[config.mk]
export PLATFORM = sky130hd
export DESIGN_NAME = uart_tx_arbiter
export DESIGN_NICKNAME = d
export VERILOG_FILES = /design/src/rtl/uart_tx_arbiter_pkg.sv /design/src/rtl/uart_tx_arbiter_rr_pick.sv /design/src/rtl/uart_tx_arbiter.sv
export SDC_FILE = /design/constraint.sdc
export NUM_CORES = 1
export LEC_CHECK = 0
export ABC_AREA = 1
export BUFFER_PORTS_ARGS = -buffer_cell sky130_fd_sc_hd__clkbuf_2
export CAP_MARGIN = 20
export CORE_MARGIN = 10
export CORE_UTILIZATION = 54
export CTS_BUF_LIST = sky130_fd_sc_hd__clkbuf_2
export CTS_CLUSTER_SIZE = 40
export DETAILED_ROUTE_END_ITERATION = 8
export GPL_ROUTABILITY_DRIVEN = 0
export GPL_TIMING_DRIVEN = 0
export PLACE_DENSITY = 0.83
export SYNTH_ARGS = -nofsm -noshare
export SYNTH_HDL_FRONTEND = slang
export SYNTH_HIERARCHICAL = 1
export SYNTH_SLANG_ARGS = --single-unit
[constraint.sdc]
create_clock -name clk -period 2.15 [get_ports clk]
set_clock_uncertainty 0.15 [all_clocks]
set_input_delay 0.5375 -clock clk [delete_from_list [all_inputs] [get_ports clk]]
set_output_delay 0.5375 -clock clk [all_outputs]
set_load 0.01 [all_outputs]
[src/rtl/uart_tx_arbiter_pkg.sv]
// uart_tx_arbiter_pkg
//   Shared definitions for the UART transmit arbiter.
//   - arb_state_t   : arbiter FSM encoding (IDLE/SEND/GO; 2'b11 is recovered to IDLE)
//   - GAP_MAX_50MHZ : mid-packet idle limit of 1 ms at a 50 MHz clock
//   - GAP_MAX_SIM   : short idle limit for simulation
package uart_tx_arbiter_pkg;

  typedef enum logic [1:0] {
    IDLE = 2'b00,
    SEND = 2'b01,
    GO   = 2'b10
  } arb_state_t;

  localparam int GAP_MAX_50MHZ = 50000;
  localparam int GAP_MAX_SIM   = 20;

endpackage

[src/rtl/uart_tx_arbiter_rr_pick.sv]
// rr_pick
//   Combinational round-robin search. It scans req starting at ptr+1 and
//   wraps, returning the first set index.
//   Ports:
//     req [N-1:0]  request vector
//     ptr [IW-1:0] index of the previous winner
//     any          at least one request is set
//     idx [IW-1:0] winning index (0 when any is low)
module rr_pick #(
  parameter int N  = 4,
  parameter int IW = (N > 1) ? $clog2(N) : 1
) (
  input  logic [N-1:0]  req,
  input  logic [IW-1:0] ptr,
  output logic          any,
  output logic [IW-1:0] idx
);

  int          cand_s;
  logic [IW-1:0] cand_idx_s;

  // first set request after ptr, wrapping modulo N; ptr itself is checked last
  always_comb begin
    any        = 1'b0;
    idx        = {IW{1'b0}};
    cand_s     = 0;
    cand_idx_s = {IW{1'b0}};
    for (int i = 1; i <= N; i++) begin
      cand_s = int'(ptr) + i;
      if (cand_s >= N) begin
        cand_s = cand_s - N;
      end else begin
        cand_s = cand_s;
      end
      cand_idx_s = IW'(cand_s);
      if (!any && req[cand_idx_s]) begin
        any = 1'b1;
        idx = cand_idx_s;
      end else begin
        any = any;
      end
    end
  end

endmodule

[src/rtl/uart_tx_arbiter.sv]
// uart_tx_arbiter
//   Shares one UART transmitter among N packet requesters, using round-robin
//   arbitration. A grant is held until the owner's last byte has been strobed
//   into the UART. It can also end when the owner leaves the UART idle for
//   GAP_MAX ready cycles mid-packet.
//   Ports:
//     clk, rst     clock and synchronous active-high reset
//     req_valid    per-requester byte valid
//     req_data     per-requester byte, requester i in [8i+7:8i]
//     req_last     per-requester end-of-packet flag
//     req_ready    per-requester accept (valid&ready = byte taken)
//     txdin, txgo  registered byte and one-cycle load strobe to the UART
//     txrdy        UART ready for a new byte
//     grant        one-hot current owner, zero when idle
//     busy         packet in progress
//     timeout_err  one-cycle pulse when a stalled owner is released
module uart_tx_arbiter
  import uart_tx_arbiter_pkg::*;
#(
  parameter int N       = 4,
  parameter int GAPW    = 16,
  parameter int GAP_MAX = GAP_MAX_50MHZ
) (
  input  logic           clk,
  input  logic           rst,
  input  logic [N-1:0]   req_valid,
  input  logic [8*N-1:0] req_data,
  input  logic [N-1:0]   req_last,
  output logic [N-1:0]   req_ready,
  output logic [7:0]     txdin,
  output logic           txgo,
  input  logic           txrdy,
  output logic [N-1:0]   grant,
  output logic           busy,
  output logic           timeout_err
);

  localparam int              IW       = (N > 1) ? $clog2(N) : 1;
  localparam logic [GAPW-1:0] GAP_LAST = GAPW'(GAP_MAX - 1);

  arb_state_t      state_r, state_nxt_s;
  logic [IW-1:0]   gnt_idx_r, gnt_idx_nxt_s;
  logic [IW-1:0]   ptr_r, ptr_nxt_s;
  logic [GAPW-1:0] gap_r, gap_nxt_s;
  logic            last_r, last_nxt_s;
  logic [7:0]      txdin_r, txdin_nxt_s;
  logic            txgo_r, txgo_nxt_s;
  logic            timeout_r, timeout_nxt_s;
  logic            pick_any_s;
  logic [IW-1:0]   pick_idx_s;
  logic [7:0]      own_byte_s;
  logic [N-1:0]    req_ready_s;
  logic [N-1:0]    grant_s;

  rr_pick #(.N(N), .IW(IW)) u_rr_pick (
    .req (req_valid),
    .ptr (ptr_r),
    .any (pick_any_s),
    .idx (pick_idx_s)
  );

  assign own_byte_s = req_data[{gnt_idx_r, 3'b000} +: 8];

  // next-state and handshake logic
  always_comb begin
    state_nxt_s   = state_r;
    gnt_idx_nxt_s = gnt_idx_r;
    ptr_nxt_s     = ptr_r;
    gap_nxt_s     = gap_r;
    last_nxt_s    = last_r;
    txdin_nxt_s   = txdin_r;
    txgo_nxt_s    = 1'b0;
    timeout_nxt_s = 1'b0;
    req_ready_s   = {N{1'b0}};
    case (state_r)
      IDLE: begin
        if (pick_any_s) begin
          state_nxt_s   = SEND;
          gnt_idx_nxt_s = pick_idx_s;
          ptr_nxt_s     = pick_idx_s;
          gap_nxt_s     = {GAPW{1'b0}};
        end else begin
          state_nxt_s = IDLE;
        end
      end
      SEND: begin
        req_ready_s[gnt_idx_r] = txrdy;
        // the gap only counts cycles where the UART could have taken a byte
        if (txrdy) begin
          if (req_valid[gnt_idx_r]) begin
            txdin_nxt_s = own_byte_s;
            last_nxt_s  = req_last[gnt_idx_r];
            gap_nxt_s   = {GAPW{1'b0}};
            txgo_nxt_s  = 1'b1;
            state_nxt_s = GO;
          end else if (gap_r == GAP_LAST) begin
            timeout_nxt_s = 1'b1;
            gap_nxt_s     = {GAPW{1'b0}};
            state_nxt_s   = IDLE;
          end else begin
            gap_nxt_s = gap_r + GAPW'(1);
          end
        end else begin
          gap_nxt_s = gap_r;
        end
      end
      GO: begin
        // the UART drops txrdy on the edge that ends GO, so SEND waits by itself
        if (last_r) begin
          state_nxt_s = IDLE;
        end else begin
          state_nxt_s = SEND;
        end
      end
      default: begin
        state_nxt_s = IDLE;
      end
    endcase
  end

  // grant is the decoded owner index, masked while idle
  always_comb begin
    if (state_r != IDLE) begin
      grant_s = {{(N-1){1'b0}}, 1'b1} << gnt_idx_r;
    end else begin
      grant_s = {N{1'b0}};
    end
  end

  // arbiter state and registered UART outputs
  always_ff @(posedge clk) begin
    if (rst) begin
      state_r   <= IDLE;
      gnt_idx_r <= {IW{1'b0}};
      ptr_r     <= IW'(N - 1);
      gap_r     <= {GAPW{1'b0}};
      last_r    <= 1'b0;
      txdin_r   <= 8'h00;
      txgo_r    <= 1'b0;
      timeout_r <= 1'b0;
    end else begin
      state_r   <= state_nxt_s;
      gnt_idx_r <= gnt_idx_nxt_s;
      ptr_r     <= ptr_nxt_s;
      gap_r     <= gap_nxt_s;
      last_r    <= last_nxt_s;
      txdin_r   <= txdin_nxt_s;
      txgo_r    <= txgo_nxt_s;
      timeout_r <= timeout_nxt_s;
    end
  end

  assign req_ready   = req_ready_s;
  assign grant       = grant_s;
  assign busy        = (state_r != IDLE);
  assign txdin       = txdin_r;
  assign txgo        = txgo_r;
  assign timeout_err = timeout_r;

endmodule

==> flow_metrics.env, run 1 <==
export IMPL_ys_ff_latch=33
export IMPL_maxCapViolCount=0
export IMPL_diodes=0
export IMPL_clk_pin_slew_ps=150
export IMPL_rsz0062_at_grt="true"
export IMPL_firstDrtPassIters=5
export IMPL_die_height_um=83.6
export IMPL_final_max_slew_viol_count=0
export IMPL_drive_gt1_share_pct=28.7
export IMPL_wl_per_cell_um=12.9
export IMPL_yosys_area_top_type="dfxtp_1"
export IMPL_hold_buffers=0
export IMPL_critPathRequiredTime_ps=1460
export IMPL_status="complete, no violations"
export IMPL_die_area_sq_um=7000
export IMPL_viasPerCell=5.16
export IMPL_ir_worst_vdd_uv=470
export IMPL_ctsRootBufferMaster="clkbuf_2"
export IMPL_n_fill_cell=384
export IMPL_cp_arrival_ps=1340
export IMPL_syn_to_final_growth_pct=20.8
export IMPL_clk_latency_ps=370
export IMPL_hold_viol_final=0
export IMPL_yosysMostFrequentCell="nand2_1"
export IMPL_fin_nets=462
export IMPL_route_vias_total=2414
export IMPL_relSlewSlack_pct=72.4
export IMPL_yosys_warnings=6
export IMPL_yosys_top_cells_area="dfxtp_1, nand2_1, a21oi_1"
export IMPL_ys_async_sr_fraction_pct=0
export IMPL_cts_tree="built"
export IMPL_avgSynthCellArea_sq_um=6.25
export IMPL_setup_viol=0
export IMPL_antenna_left=0
export IMPL_fp_dieW_um=83.6
export IMPL_synthTopCellsByCount="nand2_1, nor2_1, a21oi_1, dfxtp_1, nand3_1"
export IMPL_synth_area_sq_um=2190
export IMPL_numCtsBuffers=5
export IMPL_drc=0
export IMPL_syn_inst=350
export IMPL_post_route_util_pct=66.5
export IMPL_crit_path_start_kind="register"
export IMPL_cts_sinks=33
export IMPL_antenna_found_initial=0
export IMPL_power_density_nw_per_um2=1050
export IMPL_yosysSeqAreaShare_pct=30.2
export IMPL_hold_slack_ps=248
export IMPL_synth_ff_type="dfxtp_1"
export IMPL_worst_pin_slew_ps=414
export IMPL_worst_setup_path_type="reg2out"
export IMPL_ios=62
export IMPL_gr_total_overflow=0
export IMPL_grt_pass1_vias=2283
export IMPL_setup_tns_ps=0
export IMPL_hp_class="in2reg"
export IMPL_synth_edf_count=0
export IMPL_synth_top_area_share_pct=30.2
export IMPL_synth_cell_types=28
export IMPL_grt_max_degree=14
export IMPL_period_share_pct=94.3
export IMPL_row_count=23
export IMPL_dp_hpwl_um=4610
export IMPL_grt_pass1_wl_um=10000
export IMPL_cp_max_fo=10
export IMPL_port_buffers=61
export IMPL_max_freq_mhz=493
export IMPL_drtIter0Drc=131
export IMPL_start_util_pct=55.1
export IMPL_regArea_sq_um=668
export IMPL_fin_crit_ps=2030
export IMPL_drt_wl_total_um=6060
export IMPL_multi_input_area_sq_um=1370
export IMPL_htree_levels=2
export IMPL_cts_buffer_depth=2
export IMPL_syn_nets=394
export IMPL_core_sq_um=3970
export IMPL_grt_use_total_pct=16.4
export IMPL_end_kind="output port"
export IMPL_p_leak_uw=0.00126
==> layout by cell type, fill, tap and decap left out, types with 2 or more instances in the layout <==
cell      count
inv_1        23
nand3_1      26
o21ai_0      10
nand2_4       6
dfxtp_2       3
nor2_1       40
nor2_2        9
buf_2         2
a21oi_1      33
xnor2_1       2
nor2_4        5
nand2_1     103
buf_4         2
inv_2         7
clkbuf_2     67
nand4_1       9
dfxtp_1      29
nor3_1        7
xor2_1        6
clkbuf_4      2
buf_6         2
clkbuf_1      3
nand2_2      11
==> state kept, by name (all words and copies together), names as in the netlist <==
signal       count
gnt_idx_r        2
timeout_err      1
txdin            8
last_r           1
state_r          2
txgo             1
gap_r           16
ptr_r            2
==> power breakdown <==
| part | total, uW | internal (uW) | switching (uW) | leakage (uW) |
|---|---|---|---|---|
| clock network | 275 | 75.9 | 199 | 0.0000265 |
| registers | 802 | 711 | 90.6 | 0.000269 |
| logic | 1700 | 600 | 1100 | 0.000962 |
| total | 2770 | 1390 | 1390 | 0.00126 |
==> cell families (layout without fill, tap and decap cells) <==
family	Yosys count	count (layout)	synth area share (%)
compound gates	45	45	10.4
simple gates	220	220	47.0
mux	1	1	0.458
flops	33	33	30.2
xor+xnor	8	8	3.20
fa+ha+maj	1	1	0.572
buf+inv	42	110	8.18
==> layer usage <==
layer | part of all wire, % | vias to the layer above | track usage [%] | wire (um)
met3 | 7.7 | 5 | 5.27 | 465
met4 | 0.92 | 0 | 5.63 | 56
met2 | 49 | 67 | 27.4 | 2950
li1 | - | 1258 | - | -
met5 | 0 | - | 0 | 0
met1 | 43 | 1084 | 19.2 | 2580
==> final cells by class <==
type	instances	area share, %
clock inverter	1	0.142
sequential	33	25.3
inverter	30	4.26
buffer	10	2.79
multi-input combinational	275	51.9
tap	50	2.37
clock buffer	6	1.14
timing repair buffer	63	12.1
==> worst paths after layout <==
check / startpoint / endpoint / slack (ps) / cells past startpoint
hold reg to reg: ptr_r[0] / ptr_r[0] / 370 / 2
setup reg to reg: ptr_r[0] / gap_r[12] / 130 / 15
hold / removal: rst / gnt_idx_r[1] / 250 / 2
setup / recovery: gnt_idx_r[1] / req_ready[2] / 120 / 4
==> stage by stage <==
step | setup slack, ps | std cells | power (uW) | instance area (sq um)
2_1_floorplan | 181 | 350 | 2000 | 2190
3_3_place_gp | -68.6 | 461 | 2350 | 2550
3_5_place_dp | -98.9 | 461 | 2390 | 2550
4_1_cts | 2.78 | 466 | 2680 | 2590
5_1_grt | -27.5 | 468 | 3010 | 2640
6_report | 123 | 468 | 2770 | 2640
==> worst max-delay path: stages (launching register included) <==
cell	delay (ps)
dfxtp_2	420
clkbuf_4	220
nand2_1	90
nor2_1	110
clkbuf_2	140
==> timing repair <==
item / in CTS / in global routing
pin swaps: 0 / 0
gates resized for setup: 6 / 12
setup buffers: 0 / 2
endpoints found under the setup margin: 9 / 21
(Power assumes the default switching activity.)
==> inputs of run 2 (changes only) <==
CELL_PAD_IN_SITES_DETAIL_PLACEMENT = 0   (was unset)
CELL_PAD_IN_SITES_GLOBAL_PLACEMENT = 1   (was unset)
CORE_UTILIZATION = 37   (was 54)
MAX_ROUTING_LAYER = met4   (was unset)
PLACE_DENSITY = 0.84   (was 0.83)
==> flow_metrics.env, run 2 (synthesized netlist as in run 1, its figures left out) <==
export IMPL_setup_ws_ps=116
export IMPL_cp_arrival_ps=1350
export IMPL_power_switching_uw=1440
export IMPL_fin_crit_ps=2030
export IMPL_p_leak_uw=0.00127
export IMPL_setup_viol=0
export IMPL_end_kind="output port"
export IMPL_antenna_found_initial=0
export IMPL_dp_hpwl_um=5120
export IMPL_drive_gt1_share_pct=29.4
export IMPL_drtIter0Drc=100
export IMPL_firstDrtPassIters=4
export IMPL_core_sq_um=5610
export IMPL_regArea_sq_um=669
export IMPL_worst_pin_slew_ps=438
export IMPL_layout_common_cells="nand2_1, clkbuf_2, nor2_1"
export IMPL_grt_pass1_vias=2192
export IMPL_max_freq_mhz=492
export IMPL_clk_pin_slew_ps=180
export IMPL_drt_wl_total_um=6350
export IMPL_intPower_uw=1500
export IMPL_hold_viol_final=0
export IMPL_ctsRootBufferMaster="clkbuf_2"
export IMPL_hold_slack_ps=235
export IMPL_grt_pass1_wl_um=10500
export IMPL_seq_power_share_pct=27.2
export IMPL_clkPwrFrac_pct=14.6
export IMPL_whs_path_depth=2
export IMPL_htree_levels=2
export IMPL_status="complete, no violations"
export IMPL_cts_tree="built"
export IMPL_relSlewSlack_pct=70.8
export IMPL_grt_max_degree=14
export IMPL_regToRegEndpoint="gap_r[12]"
export IMPL_ir_worst_vdd_uv=465
export IMPL_crit_path_start_kind="register"
export IMPL_syn_to_final_growth_pct=23.6
export IMPL_ff2ff_setup_slack_ps=140
export IMPL_r2r_start="ptr_r[0]"
export IMPL_cp_max_fo=10
export IMPL_final_common_cell="nand2_1"
export IMPL_clk_latency_ps=380
export IMPL_multi_input_area_sq_um=1370
export IMPL_maxCapViolCount=0
export IMPL_die_area_sq_um=9390
export IMPL_start_util_pct=39.0
export IMPL_drc=0
export IMPL_largest_reg_flops=16
export IMPL_final_max_slew_viol_count=0
export IMPL_power_density_nw_per_um2=1090
export IMPL_hold_buffers=0
export IMPL_period_share_pct=94.6
export IMPL_worstHoldStart="rst"
export IMPL_n_fill_cell=623
export IMPL_hp_class="in2reg"
export IMPL_numCtsBuffers=5
export IMPL_cts_buffer_depth=2
export IMPL_rr_worst_depth=15
export IMPL_row_count=27
export IMPL_port_buffers=61
export IMPL_power_frac_comb_pct=58.2
export IMPL_viasPerCell=4.81
export IMPL_route_vias_total=2361
export IMPL_fp_dieW_um=96.9
export IMPL_critPathRequiredTime_ps=1460
export IMPL_min_to="gnt_idx_r[0]"
export IMPL_rsz0062_at_grt="true"
export IMPL_cts_sinks=33
export IMPL_die_height_um=96.9
export IMPL_switching_share_pct=48.8
export IMPL_ios=62
export IMPL_fin_nets=462
export IMPL_post_place_ws_ps=-130
export IMPL_antenna_left=0
export IMPL_worst_setup_path_type="reg2out"
export IMPL_diodes=0
export IMPL_gr_total_overflow=0
export IMPL_p_total_uw=2940
export IMPL_top_register="gap_r"
export IMPL_wl_per_cell_um=12.9
export IMPL_grt_use_total_pct=13.4
-- run 2: final cells by class --
class | count | share of cell area, %
multi-input cells | 275 | 50.5
clock buffers | 5 | 0.926
well taps | 72 | 3.33
flip-flops and latches | 33 | 24.8
repair buffers | 63 | 11.9
inverters | 30 | 4.17
clock inverters | 3 | 1.71
plain buffers | 10 | 2.73
-- run 2: through the flow --
| step | setup TNS [ps] | instance area, sq um | utilization (%) | cells |
|---|---|---|---|---|
| CTS | 0 | 2660 | 47.4 | 489 |
| floorplan | 0 | 2190 | - | 350 |
| finish | 0 | 2700 | 48.2 | 491 |
| detailed placement | -1290 | 2580 | 46.1 | 483 |
| global route | -77.7 | 2700 | 48.2 | 491 |
| global placement | -1070 | 2580 | 46.1 | 483 |
-- run 2: critical path, stage by stage (launching register included) --
cell      delay, ps
dfxtp_2         420
clkbuf_4        220
nand2_1          80
nor2_1          110
clkbuf_2        140
-- run 2: power by group through the flow --
stage | sequential (uW) | clock (uW) | combinational, uW
floorplan | 794 | 0 | 1200
global placement | 797 | 0 | 1640
detailed placement | 800 | 0 | 1650
CTS | 789 | 442 | 1660
global route | 815 | 463 | 1930
finish | 799 | 430 | 1710
-- run 2: worst max-delay path by stage --
stage                       startpoint            to  slack [ps]  cells past startpoint
after floorplan           req_valid[2]      gap_r[4]         180                     12
after global placement    req_valid[2]     gap_r[12]        -110                     16
after detailed placement  req_valid[2]     gap_r[12]        -130                     16
after CTS                     ptr_r[0]     gap_r[12]           4                     16
after global routing          ptr_r[0]     gap_r[12]         -80                     16
final                     gnt_idx_r[0]  req_ready[1]         120                      4
-- run 2: metal layers --
| metal | routed length [um] | vias to the layer above | track usage, % | share of wire (%) |
|---|---|---|---|---|
| met2 | 3070 | 36 | 21.5 | 48 |
| met1 | 2950 | 1055 | 16.8 | 46 |
| met4 | 61 | 0 | 2.71 | 0.96 |
| met5 | 0 | - | - | 0 |
| li1 | - | 1263 | - | - |
| met3 | 265 | 7 | 2.91 | 4.2 |
-- run 2: repair_timing --
| item | in CTS | in global routing |
|---|---|---|
| endpoints found under the setup margin | 12 | 22 |
| buffers inserted | 0 | 2 |
| gates resized for setup | 7 | 11 |
| endpoints found under the hold margin | 0 | 0 |
==> inputs of run 3 (changes only) <==
CTS_CLUSTER_DIAMETER = 200   (was unset)
PLACE_DENSITY = 0.83   (was 0.84)
SYNTH_HIERARCHICAL = unset   (was 1)
==> flow_metrics.env, run 3 <==
export IMPL_antenna_found_initial=0
export IMPL_dp_hpwl_um=5600
export IMPL_synth_top_family_by_area="simple AND/OR/NAND/NOR gates"
export IMPL_clk_pin_slew_ps=200
export IMPL_grt_pass1_vias=2511
export IMPL_multi_input_area_sq_um=1450
export IMPL_n_fill_cell=669
export IMPL_cts_sinks=33
export IMPL_yosys_area_share_adder_pct=0.546
export IMPL_synthTopCellsByCount="nand2_1, nand3_1, nor2_1"
export IMPL_wl_per_cell_um=13.9
export IMPL_numCtsBuffers=5
export IMPL_viasPerCell=5.13
export IMPL_post_place_ws_ps=-193
export IMPL_final_common_cell="nand2_1"
export IMPL_drt_wl_total_um=7110
export IMPL_switching_share_pct=47.8
export IMPL_regArea_sq_um=668
export IMPL_yosysMostFrequentCell="nand2_1"
export IMPL_gr_total_overflow=0
export IMPL_crit_slowest_cell="dfxtp_4"
export IMPL_ctsRootBufferMaster="clkbuf_2"
export IMPL_cp_arrival_ps=1360
export IMPL_ir_worst_vdd_uv=497
export IMPL_die_height_um=98.7
export IMPL_fp_dieW_um=98.7
export IMPL_path_cells="clkinvlp_4 -> nand2_1 -> nor2_1 -> clkbuf_2"
export IMPL_diodes=0
export IMPL_hp_class="in2reg"
export IMPL_drc=0
export IMPL_drtIter0Drc=145
export IMPL_hold_viol_final=0
export IMPL_synth_top_area_share_pct=28.8
export IMPL_yosys_top_cells_area="dfxtp_1, nand2_1, nand3_1"
export IMPL_grt_pass1_wl_um=12000
export IMPL_synth_simple_area_share_pct=42.6
export IMPL_max_freq_mhz=487
export IMPL_core_sq_um=5960
export IMPL_route_vias_total=2626
export IMPL_intPower_uw=1510
export IMPL_largest_reg_flops=16
export IMPL_final_max_slew_viol_count=0
export IMPL_worst_setup_path_type="reg2out"
export IMPL_avgSynthCellArea_sq_um=6.25
export IMPL_synth_area_sq_um=2290
export IMPL_clk_latency_ps=410
export IMPL_ios=62
export IMPL_synth_ff_type="dfxtp_1"
export IMPL_start_util_pct=38.5
export IMPL_synth_edf_count=0
export IMPL_worst_pin_slew_ps=583
export IMPL_syn_nets=411
export IMPL_power_switching_uw=1380
export IMPL_cts_tree="built"
export IMPL_period_share_pct=95.4
export IMPL_instances_no_fill=512
export IMPL_synth_cell_types=33
export IMPL_syn_to_final_growth_pct=24.2
export IMPL_synth_compound_area_share_pct=17.0
export IMPL_maxCapViolCount=0
export IMPL_post_route_util_pct=47.8
export IMPL_syn_inst=367
export IMPL_critPathRequiredTime_ps=1460
export IMPL_synthMuxAreaShare_pct=0
export IMPL_row_count=28
export IMPL_yosys_area_top_type="dfxtp_1"
export IMPL_worstHoldStart="rst"
export IMPL_ys_async_sr_fraction_pct=0
export IMPL_cp_max_fo=11
export IMPL_cts_buffer_depth=2
export IMPL_top_register="gap_r"
export IMPL_dp_cells=503
export IMPL_startpoint="gnt_idx_r[0]"
export IMPL_crit_path_start_kind="register"
export IMPL_cpPeakStageDelay_ps=430
export IMPL_synth_xor_area_share_pct=1.15
export IMPL_status="complete, no violations"
export IMPL_fin_nets=480
export IMPL_antenna_left=0
export IMPL_yosysSeqAreaShare_pct=28.8
export IMPL_seq_power_share_pct=27.1
export IMPL_die_area_sq_um=9750
export IMPL_port_buffers=61
export IMPL_drive_gt1_share_pct=26.1
export IMPL_grt_max_degree=13
export IMPL_power_density_nw_per_um2=1010
export IMPL_power_frac_comb_pct=57.4
export IMPL_layout_common_cells="nand2_1, clkbuf_2, nand3_1"
export IMPL_p_leak_uw=0.00123
export IMPL_relSlewSlack_pct=61.1
export IMPL_ys_ff_latch=33
export IMPL_grt_use_total_pct=15.2
export IMPL_rsz0062_at_grt="false"
export IMPL_r2r_start="gap_r[0]"
export IMPL_fin_crit_ps=2050
export IMPL_setup_ws_ps=98.4
export IMPL_firstDrtPassIters=7
export IMPL_clkPwrFrac_pct=15.4
export IMPL_setup_viol=0
export IMPL_yosys_warnings=0
export IMPL_end_kind="output port"
export IMPL_htree_levels=2
## run 3: cell count changes in the layout (fill, tap and decap cells not counted), sizes merged, moves of 3 or more
cell    change
nand3      +16
o21ai       +4
nand2      -11
clkbuf      -3
buf         +8
xor2        -4
a21oi       +4
a221oi      +9
nor2       -12
## run 3: what timing repair did
action                     in CTS  in global routing
buffers inserted                2                  1
gates cloned                    0                  0
setup endpoints to repair       9                 18
gates resized for setup        17                 16
pin swaps                       2                  1
hold buffers                    0                  0
## run 3: power by group through the flow
stage	sequential (uW)	combinational, uW	clock, uW
2_1_floorplan	778	1150	0
3_3_place_gp	776	1570	0
3_5_place_dp	777	1570	0
4_1_cts	775	1660	457
5_1_grt	799	1870	480
6_report	784	1660	446
## run 3: layout make-up
cell class / instances / share of cell area (%)
multi-input cells: 285 / 50.9
well taps: 75 / 3.29
clock inverters: 3 / 1.62
flip-flops and latches: 33 / 23.5
repair buffers: 64 / 11.5
plain buffers: 14 / 3.73
inverters: 33 / 4.57
clock buffers: 5 / 0.878
## run 3: kinds of logic (layout without fill, tap and decap cells)
group / after synthesis / after routing
flops: 33 / 33
compound gates: 67 / 67
fa+ha+maj: 1 / 1
buf+inv: 49 / 119
simple gates: 214 / 214
xor+xnor: 3 / 3
## run 3: path summary, 6_finish.rpt
kind                             endpoint  slack (ps)  cells after the start
worst min register to register  gap_r[14]         390                      2
worst max register to register  gap_r[15]         210                     11
worst max-delay path             grant[2]         100                      4
worst min-delay path                 txgo         180                      2
## run 3: per-stage QoR
step	hold WS [ps]	setup TNS [ps]	cell area, sq um	total power, uW
after global placement	359	-738	2690	2350
final	177	0	2850	2890
after detailed placement	371	-753	2690	2350
after global routing	179	0	2850	3150
after floorplan	341	0	2290	1930
after CTS	171	0	2830	2890
## run 3: routing by layer
| layer | vias up | GRT usage (%) | wire length [um] |
|---|---|---|---|
| met5 | - | - | 0 |
| met4 | 0 | 5.51 | 123 |
| met3 | 11 | 2.44 | 334 |
| met2 | 59 | 24.9 | 3560 |
| met1 | 1193 | 18.3 | 3090 |
| li1 | 1363 | - | - |
## run 3: critical path: cells and delay by family (launching register included)
| kind | cells | cell delay (ps) |
|---|---|---|
| simple gates | 2 | 200 |
| buf+inv | 2 | 330 |
| flops | 1 | 430 |
